`src/rtl/leitor_load_aste_pkg.sv`:
```
// Shared definitions for the asteroid load table reader and the load memory
// that feeds it: default geometry, the empty-entry code and the FSM states.
package leitor_load_aste_pkg;

    // Load memory geometry shared with the setup-side writer
    localparam int DEF_N_SLOTS = 16;
    localparam int DEF_ADDR_W  = 4;
    localparam int DEF_DATA_W  = 2;

    // Entry code meaning "no asteroid in this slot"
    localparam logic [DEF_DATA_W-1:0] TIPO_VAZIO = 2'b00;

    // Reader states; LIMPA is only reachable when the clear-after-read build is selected
    typedef enum logic [2:0] {
        IDLE,
        ESPERA,
        LE,
        OFERTA,
        LIMPA,
        FIM
    } estado_t;

endpackage

```
`src/rtl/leitor_load_aste.sv`:
```
// Sequential reader of the asteroid load memory. On a start pulse it walks
// every slot, waits out the RAM's one-cycle read latency and offers each
// non-empty entry to the spawner over a valid/ready handshake.
// Build option: define LIMPA_APOS_LER_EN to erase each slot right after its
// entry has been accepted, so a later scan no longer sees consumed asteroids.
module leitor_load_aste
    import leitor_load_aste_pkg::*;
#(
    parameter int N_SLOTS = DEF_N_SLOTS,
    parameter int ADDR_W  = DEF_ADDR_W,
    parameter int DATA_W  = DEF_DATA_W
) (
    input  logic              clk,
    input  logic              reset,
    input  logic              iniciar,
    output logic [ADDR_W-1:0] mem_addr,
    output logic              mem_we,
    output logic [DATA_W-1:0] mem_data,
    input  logic [DATA_W-1:0] mem_q,
    output logic              spawn_valid,
    input  logic              spawn_ready,
    output logic [ADDR_W-1:0] spawn_slot,
    output logic [DATA_W-1:0] spawn_tipo,
    output logic              ocupado,
    output logic              pronto,
    output logic [ADDR_W:0]   qtd_spawn
);

    localparam logic [ADDR_W-1:0] ULTIMO = ADDR_W'(N_SLOTS - 1);

    estado_t r_estado;
    estado_t w_prox;

    logic [ADDR_W-1:0] r_idx;
    logic [DATA_W-1:0] r_tipo;
    logic [ADDR_W:0]   r_qtd;

    logic w_vazio;
    logic w_aceite;
    logic w_ultimo;
    logic w_avanca;

    assign w_vazio  = (mem_q == DATA_W'(TIPO_VAZIO));
    assign w_aceite = (r_estado == OFERTA) && spawn_ready;
    assign w_ultimo = (r_idx == ULTIMO);

`ifdef LIMPA_APOS_LER_EN
    assign w_avanca = ((r_estado == LE) && w_vazio) || (r_estado == LIMPA);
`else
    assign w_avanca = ((r_estado == LE) && w_vazio) || w_aceite;
`endif

    assign qtd_spawn = r_qtd;

    // State register
    always_ff @(posedge clk or posedge reset) begin
        if (reset) begin
            r_estado <= IDLE;
        end else begin
            r_estado <= w_prox;
        end
    end

    // Next-state selection; an empty slot or a finished slot moves on to the next address
    always_comb begin
        w_prox = r_estado;
        case (r_estado)
            IDLE: begin
                if (iniciar) begin
                    w_prox = ESPERA;
                end
            end
            ESPERA: begin
                w_prox = LE;
            end
            LE: begin
                if (!w_vazio) begin
                    w_prox = OFERTA;
                end else if (w_ultimo) begin
                    w_prox = FIM;
                end else begin
                    w_prox = ESPERA;
                end
            end
            OFERTA: begin
                if (spawn_ready) begin
`ifdef LIMPA_APOS_LER_EN
                    w_prox = LIMPA;
`else
                    w_prox = w_ultimo ? FIM : ESPERA;
`endif
                end
            end
`ifdef LIMPA_APOS_LER_EN
            LIMPA: begin
                w_prox = w_ultimo ? FIM : ESPERA;
            end
`endif
            FIM: begin
                w_prox = IDLE;
            end
            default: begin
                w_prox = IDLE;
            end
        endcase
    end

    // Slot index, captured entry and accepted-spawn count
    always_ff @(posedge clk or posedge reset) begin
        if (reset) begin
            r_idx  <= '0;
            r_tipo <= '0;
            r_qtd  <= '0;
        end else begin
            if ((r_estado == IDLE) && iniciar) begin
                r_idx <= '0;
                r_qtd <= '0;
            end else if (r_estado == FIM) begin
                r_idx <= '0;
            end else if (w_avanca && !w_ultimo) begin
                r_idx <= r_idx + 1'b1;
            end

            if (r_estado == LE) begin
                r_tipo <= mem_q;
            end

            if (w_aceite) begin
                r_qtd <= r_qtd + 1'b1;
            end
        end
    end

    // Output decode; the memory address always follows the slot index
    always_comb begin
        mem_addr    = r_idx;
        mem_data    = DATA_W'(TIPO_VAZIO);
        mem_we      = 1'b0;
        spawn_valid = 1'b0;
        spawn_slot  = '0;
        spawn_tipo  = '0;
        ocupado     = (r_estado != IDLE);
        pronto      = 1'b0;
        case (r_estado)
            OFERTA: begin
                spawn_valid = 1'b1;
                spawn_slot  = r_idx;
                spawn_tipo  = r_tipo;
            end
`ifdef LIMPA_APOS_LER_EN
            LIMPA: begin
                mem_we = 1'b1;
            end
`endif
            FIM: begin
                pronto = 1'b1;
            end
            default: begin
            end
        endcase
    end

endmodule

```
`config.mk`:
```
export PLATFORM = sky130hd
export DESIGN_NAME = leitor_load_aste
export DESIGN_NICKNAME = d
export VERILOG_FILES = /design/src/rtl/leitor_load_aste_pkg.sv /design/src/rtl/leitor_load_aste.sv
export SDC_FILE = /design/constraint.sdc
export NUM_CORES = 1
export LEC_CHECK = 0
export BUFFER_PORTS_ARGS = -buffer_cell sky130_fd_sc_hd__buf_2
export CAP_MARGIN = 20
export CORE_ASPECT_RATIO = 1.75
export CORE_MARGIN = 2
export CORE_UTILIZATION = 30
export DETAILED_ROUTE_END_ITERATION = 8
export PLACE_DENSITY = 0.58
export SYNTH_ARGS = -nofsm -noshare
export SYNTH_HDL_FRONTEND = slang
export SYNTH_SLANG_ARGS = --single-unit
```
`constraint.sdc`:
```
create_clock -name clk -period 1.5 [get_ports clk]
set_input_delay 0.3 -clock clk [delete_from_list [all_inputs] [get_ports clk]]
set_output_delay 0.3 -clock clk [all_outputs]
set_load 0.03 [all_outputs]
```
==> metrics.txt, run 1 <==
Final Hold Fails 0; async set-reset flop share out of synthesis 1.000; layout cells sized above 1 0.5039; first-pass GRT wire length 3560 um; antenna violation net count after detailed routing 0; cells after synthesis 87; first-pass iteration count of the detailed router 4; Slew Limit Headroom 0.5998; ys flop type dfrtp_1; H-tree depth 1; row cnt 25; Setup CP Type reg2out; register bit total from synthesis 14; FF-to-FF path depth 5; final setup vio count 11; Vias per Instance 5.218; Clock Skew 0.0007343 ns; fin worst setup slack -0.06518 ns; reg2reg end mem_addr[3]; Root Driver clkbuf_8; CTS max path bufs 2; DRC Markers 0; gpl congestion 0.7957; Setup crit end kind output port; failing checks setup timing; FILL cells 261; clock transition at the registers of the reported paths 0.06 ns; Synth Cell Area 845.8 sq um; Starting Density 0.3144; Worst IR Drop VDD 777.1 uV; vias in the first global route 790; RSZ-0062 raised after global routing yes; Worst-Margin Slew 0.5996 ns; PortBufs 23; min Tclk post-route 1.565 ns; Worst setup SP type flop; number of DRC markers in iteration 0 20; area of the core 2690 sq um; Num CTS Buffers 3; reg2reg start r_estado[0]; max-cap violations 0; Die Height 74.24 um; Hold Crit Class in2async; power per cell area 2177 nW/um^2; Tot GR Track Use 0.1494; CTS tree built; Worst EP required 1.20 ns; status finished, violations left; CP Max Fanout 7; ant diodes 0; Yosys cell types 40; Layout Utilization 0.4670; Post-synth EDFFs 0; multi-input logic area 478.0 sq um; Max Fclk 0.6389 GHz; Final Max Tran Viols 0; clk_lat worst skew 0.25 ns; largest net degree at the start of global routing 15; antenna violations before repair 0; FF+latch area 351.6 sq um; Wirelength per Cell 14.94 um; Num Clock Sinks 14; grt total ovfl 0; register area share after synthesis 0.4142; via count 814; leakage 0.6201 nW; syn avg cell area 9.722 sq um; Ports 27; R2R setup slack -0.02 ns; setup TNS -0.3254 ns; Nets 139; final wirelength 2331 um; hold_buf cts 0; yosys warns 0; period utilization 1.043; Layout Area Growth over Synthesis 48.52%; CP Data Arrival Time 1.27 ns; die area 3277 sq um; post-DP HPWL 1536 um; die width 44.14 um
==> stage by stage <==
stage / setup slack, ns / power [mW] / instance area, sq um / cells / hold WS [ns]
after floorplan: 0.02655 / 1.587 / 853.3 / 89 / 0.1892
after global placement: 0.04157 / 1.967 / 1020 / 141 / 0.3780
after detailed placement: 0.01892 / 2.000 / 1020 / 141 / 0.3991
after CTS: -0.03498 / 2.662 / 1219 / 154 / 0.1369
after global routing: -0.09182 / 2.900 / 1256 / 156 / 0.1498
final: -0.06518 / 2.735 / 1256 / 156 / 0.1111
==> worst max path at each step <==
stage / start / endpoint / slack (ns) / cells after the start
2_1_floorplan: mem_addr[0] / mem_addr[1] / 0.03 / 4
3_3_place_gp: mem_q[1] / mem_addr[3] / 0.04 / 5
3_5_place_dp: mem_q[1] / mem_addr[3] / 0.02 / 5
4_1_cts: r_estado[2] / ocupado / -0.03 / 2
5_1_grt: r_estado[2] / spawn_slot[2] / -0.09 / 3
6_report: r_estado[2] / spawn_slot[2] / -0.07 / 3
==> what timing repair did <==
action / 4_1_cts / 5_1_grt
setup buffers: 11 / 2
pin swaps: 4 / 7
resized for setup: 25 / 6
endpoints found under the setup margin: 8 / 16
==> where the power goes <==
group          internal (mW)  switching (mW)
Combinational          0.817           0.943
Sequential             0.523           0.139
Clock                  0.178           0.135
Total                   1.52            1.22
==> cells in the final DEF (no fill, tap or decap), types with 2 or more instances in the layout <==
master / count
buf_4: 18
buf_2: 14
dfrtp_1: 13
buf_6: 12
nor2_1: 6
nand3_1: 5
nand2_1: 5
o21ai_0: 4
and3_4: 4
a21oi_1: 3
and3_1: 3
conb_1: 3
clkbuf_8: 3
o31ai_1: 2
mux2_2: 2
or3_4: 2
inv_1: 2
ha_1: 2
==> metal layers <==
layer	vias up	track usage	routed length [um]
met1	394	0.1589	827
met2	24	0.2712	1358
li1	387	-	-
met3	9	0.01456	58
met5	-	0	0
met4	0	0.09428	87
==> worst max-delay path, cell delays in order (launching register included) <==
cell and delay, ns:
dfrtp_2 0.45, nor2_4 0.21, and3_1 0.22, buf_6 0.14
==> synth_stat cells (2+ instances only) <==
master,n,area share
o31ai_1,2,0.018
mux2_2,2,0.027
nand3_1,5,0.030
inv_1,3,0.013
a21oi_1,4,0.024
nor2_1,7,0.031
and3_1,7,0.052
o21ai_0,4,0.024
ha_1,2,0.030
nand2_1,5,0.022
buf_4,4,0.036
dfrtp_1,14,0.41
==> state kept, by name, summed over array words and instances (netlist names) <==
signal	flops
qtd_spawn	5
r_estado	3
mem_addr	4
r_tipo	2
==> kinds of logic after synthesis <==
family          after synthesis  share of synthesized area
xor+xnor                      1                    0.01036
buf+inv                      10                    0.07247
flops                        14                     0.4142
mux                           3                    0.03846
compound gates               19                     0.1731
simple gates                 37                     0.2574
other cells                   1                   0.004434
fa+ha+maj                     2                    0.02958
==> area by class of cell <==
class                           instances  share of cell area
Inverter                                3            0.008964
Multi-Input combinational cell         65              0.3805
Sequential cell                        14              0.2799
Tap cell                               27             0.02689
Clock buffer                            3             0.03287
Timing Repair Buffer                   44              0.2709
Note: power is estimated with default switching activity, not from simulation.
==> run 2: changes to the inputs <==
- ABC_AREA: not set -> 1
==> run 2 against run 1 <==
The run still ends with setup timing left. Synthesized area down 1.8%. Total power shrank 9.1%. Setup slack better by 0.054 ns. Worst hold slack worse by 0.013 ns. Highest routed layer unchanged.
==> metrics.txt, run 2 <==
period utilization 1.007 (was 1.043); die area 3223 sq um (was 3277 sq um); Ports 27 (unchanged); overall power 2.485 mW (was 2.735 mW); most frequent cells in the layout 20 x nand3_1, 15 x nand2_1, 15 x buf_2 (was 18 x buf_4, 14 x buf_2, 13 x dfrtp_1); register area share after synthesis 0.4217 (was 0.4142); CP Max Fanout 8 (was 7); Worst EP required 1.20 ns (about the same); Max Fclk 0.6618 GHz (was 0.6389 GHz); yosys warns 0 (unchanged); Root Driver clkbuf_8 (unchanged); clock transition at the registers of the reported paths 0.06 ns (about the same); leakage 0.6062 nW (was 0.6201 nW); min Tclk post-route 1.511 ns (was 1.565 ns); Starting Density 0.3125 (was 0.3144); Setup crit end kind output port (unchanged); CP Data Arrival Time 1.21 ns (was 1.27 ns); max-cap violations 0 (unchanged); Slew Limit Headroom 0.6157 (was 0.5998); Die Height 73.62 um (was 74.24 um); top cells by count, synth 20 x nand3_1, 15 x nand2_1, 14 x dfrtp_1, 11 x inv_1, 11 x nor2_1 (was 14 x dfrtp_1, 7 x and3_1, 7 x nor2_1, 5 x nand2_1, 5 x nand3_1); Synth Cell Area 830.8 sq um (was 845.8 sq um); antenna violations before repair 0 (unchanged); power per cell area 2197 nW/um^2 (was 2177 nW/um^2); Num CTS Buffers 3 (unchanged); Layout Area Growth over Synthesis 36.14% (was 48.52%); gpl congestion 0.7656 (was 0.7957); Wirelength per Cell 12.35 um (was 14.94 um); PortBufs 23 (unchanged); Hold Crit Class in2async (unchanged); H-tree depth 1 (unchanged); top-count cell post-synth nand3_1 (was dfrtp_1); Largest register FFs 5 (unchanged); final non-filler cell total 163 (was 156); Setup CP Type reg2out (unchanged); async set-reset flop share out of synthesis 1.000 (unchanged); final setup vio count 1 (was 11); Num Clock Sinks 14 (unchanged); number of DRC markers in iteration 0 4 (was 20); layout cells sized above 1 0.4118 (was 0.5039); FILL cells 270 (was 261); row cnt 25 (unchanged); Final Hold Fails 0 (unchanged); grt total ovfl 0 (unchanged); cells after synthesis 104 (was 87); Final Max Tran Viols 0 (unchanged); Nets 145 (was 139); DRC Markers 0 (unchanged); die width 43.78 um (was 44.14 um); Post-synth EDFFs 0 (unchanged); largest area contributor in the netlist dfrtp_1 (unchanged); Worst setup SP type flop (unchanged); Vias per Instance 4.877 (was 5.218); final wirelength 2013 um (was 2331 um); area of the core 2659 sq um (was 2690 sq um); Tot GR Track Use 0.1392 (was 0.1494); clk_lat worst skew 0.25 ns (about the same); Worst-Margin Slew 0.5757 ns (was 0.5996 ns); Yosys cell types 21 (was 40); first-pass iteration count of the detailed router 4 (unchanged); largest net degree at the start of global routing 15 (unchanged); hold_buf cts 0 (unchanged); first-pass GRT wire length 3256 um (was 3560 um); syn avg cell area 7.988 sq um (was 9.722 sq um); post-DP HPWL 1462 um (was 1536 um); ant diodes 0 (unchanged); Worst IR Drop VDD 816.2 uV (was 777.1 uV); CTS tree built (unchanged); ys flop type dfrtp_1 (unchanged); Area contributors post-synth dfrtp_1 42%, nand3_1 12%, nand2_1 6.8%, inv_1 5.0%, nor2_1 5.0% (was dfrtp_1 41%, and3_1 5.2%, buf_4 3.6%, nor2_1 3.1%, ha_1 3.0%); dpl cells 153 (was 141); R2R setup slack 0.16 ns (was -0.02 ns); Clock Skew 0.0007935 ns (was 0.0007343 ns); Placement Cell Area 967.2 sq um (was 1020 sq um); vias in the first global route 748 (was 790); status finished, violations left (unchanged); RSZ-0062 raised after global routing yes (unchanged); Yosys top cell area share 0.4217 (was 0.4142); failing checks setup timing (unchanged); register bit total from synthesis 14 (unchanged); antenna violation net count after detailed routing 0 (unchanged); CTS max path bufs 2 (unchanged); Finished Cell Area 1131 sq um (was 1256 sq um); via count 795 (was 814); commonest non-fill, non-tap cell in the layout nand3_1 (was buf_4); fin worst setup slack -0.01104 ns (was -0.06518 ns)
run 2: report_power, final:
group / internal, mW / total (mW) / switching, mW
registers: 0.530 / 0.701 / 0.171
clock network: 0.233 / 0.377 / 0.144
logic: 0.519 / 1.41 / 0.889
total: 1.28 / 2.49 / 1.20
run 2: critical path, cell delays in order (launching register included):
cell and delay, ns:
dfrtp_2 0.44, inv_2 0.09, nand3_4 0.13, nor2_1 0.13, buf_4 0.17
run 2: final timing paths:
kind,from,end,cells after the start
max in group asynchronous,reset,r_estado[0],2
min,reset,qtd_spawn[4],2
max,r_estado[2],spawn_slot[1],4
max reg2reg,r_estado[2],mem_addr[0],7
min in group clk,mem_q[0],r_tipo[0],3
min reg2reg,qtd_spawn[0],qtd_spawn[0],1
run 2: per-layer routing:
| metal | wire (um) | GRT usage | up-vias |
|---|---|---|---|
| met5 | 0 | 0 | - |
| met4 | 49 | 0.08418 | 0 |
| met3 | 90 | 0.03686 | 5 |
| met2 | 1082 | 0.2451 | 14 |
| met1 | 791 | 0.1404 | 381 |
| li1 | - | - | 395 |
run 2: metrics by stage:
stage	hold WS, ns	util	worst slack [ns]	setup TNS, ns
2_1_floorplan	0.1892	-	0.1162	0
5_1_grt	0.1506	0.4254	-0.06048	-0.3277
4_1_cts	0.1126	0.4047	0.003508	0
6_report	0.09770	0.4254	-0.01104	-0.01104
3_5_place_dp	0.3842	0.3638	0.1513	0
3_3_place_gp	0.3824	0.3638	0.1796	0
run 2: timing repair:
action	4_1_cts	5_1_grt
setup endpoints to repair	9	9
pin swaps	0	1
setup buffers	3	3
resized for setup	11	12
run 2: cells by family (layout without fill, tap and decap cells):
kind of cell	after synthesis	in the layout	synth area share
buffers and inverters	19	49	0.1009
other	1	3	0.004514
xor gates and xnor gates	3	3	0.03163
and+or+nand+nor	57	57	0.3630
AOI/OAI and AO/OA	8	8	0.04819
adders and majority gates	2	2	0.03012
DFF	14	14	0.4217
run 2: layout make-up:
type	count	area [sq um]	area share
well taps	27	33.78	0.02987
inverters	15	56.30	0.04978
clock buffers	4	55.05	0.04867
flip-flops and latches	14	354.1	0.3131
multi-input cells	73	429.2	0.3794
repair buffers	30	202.7	0.1792
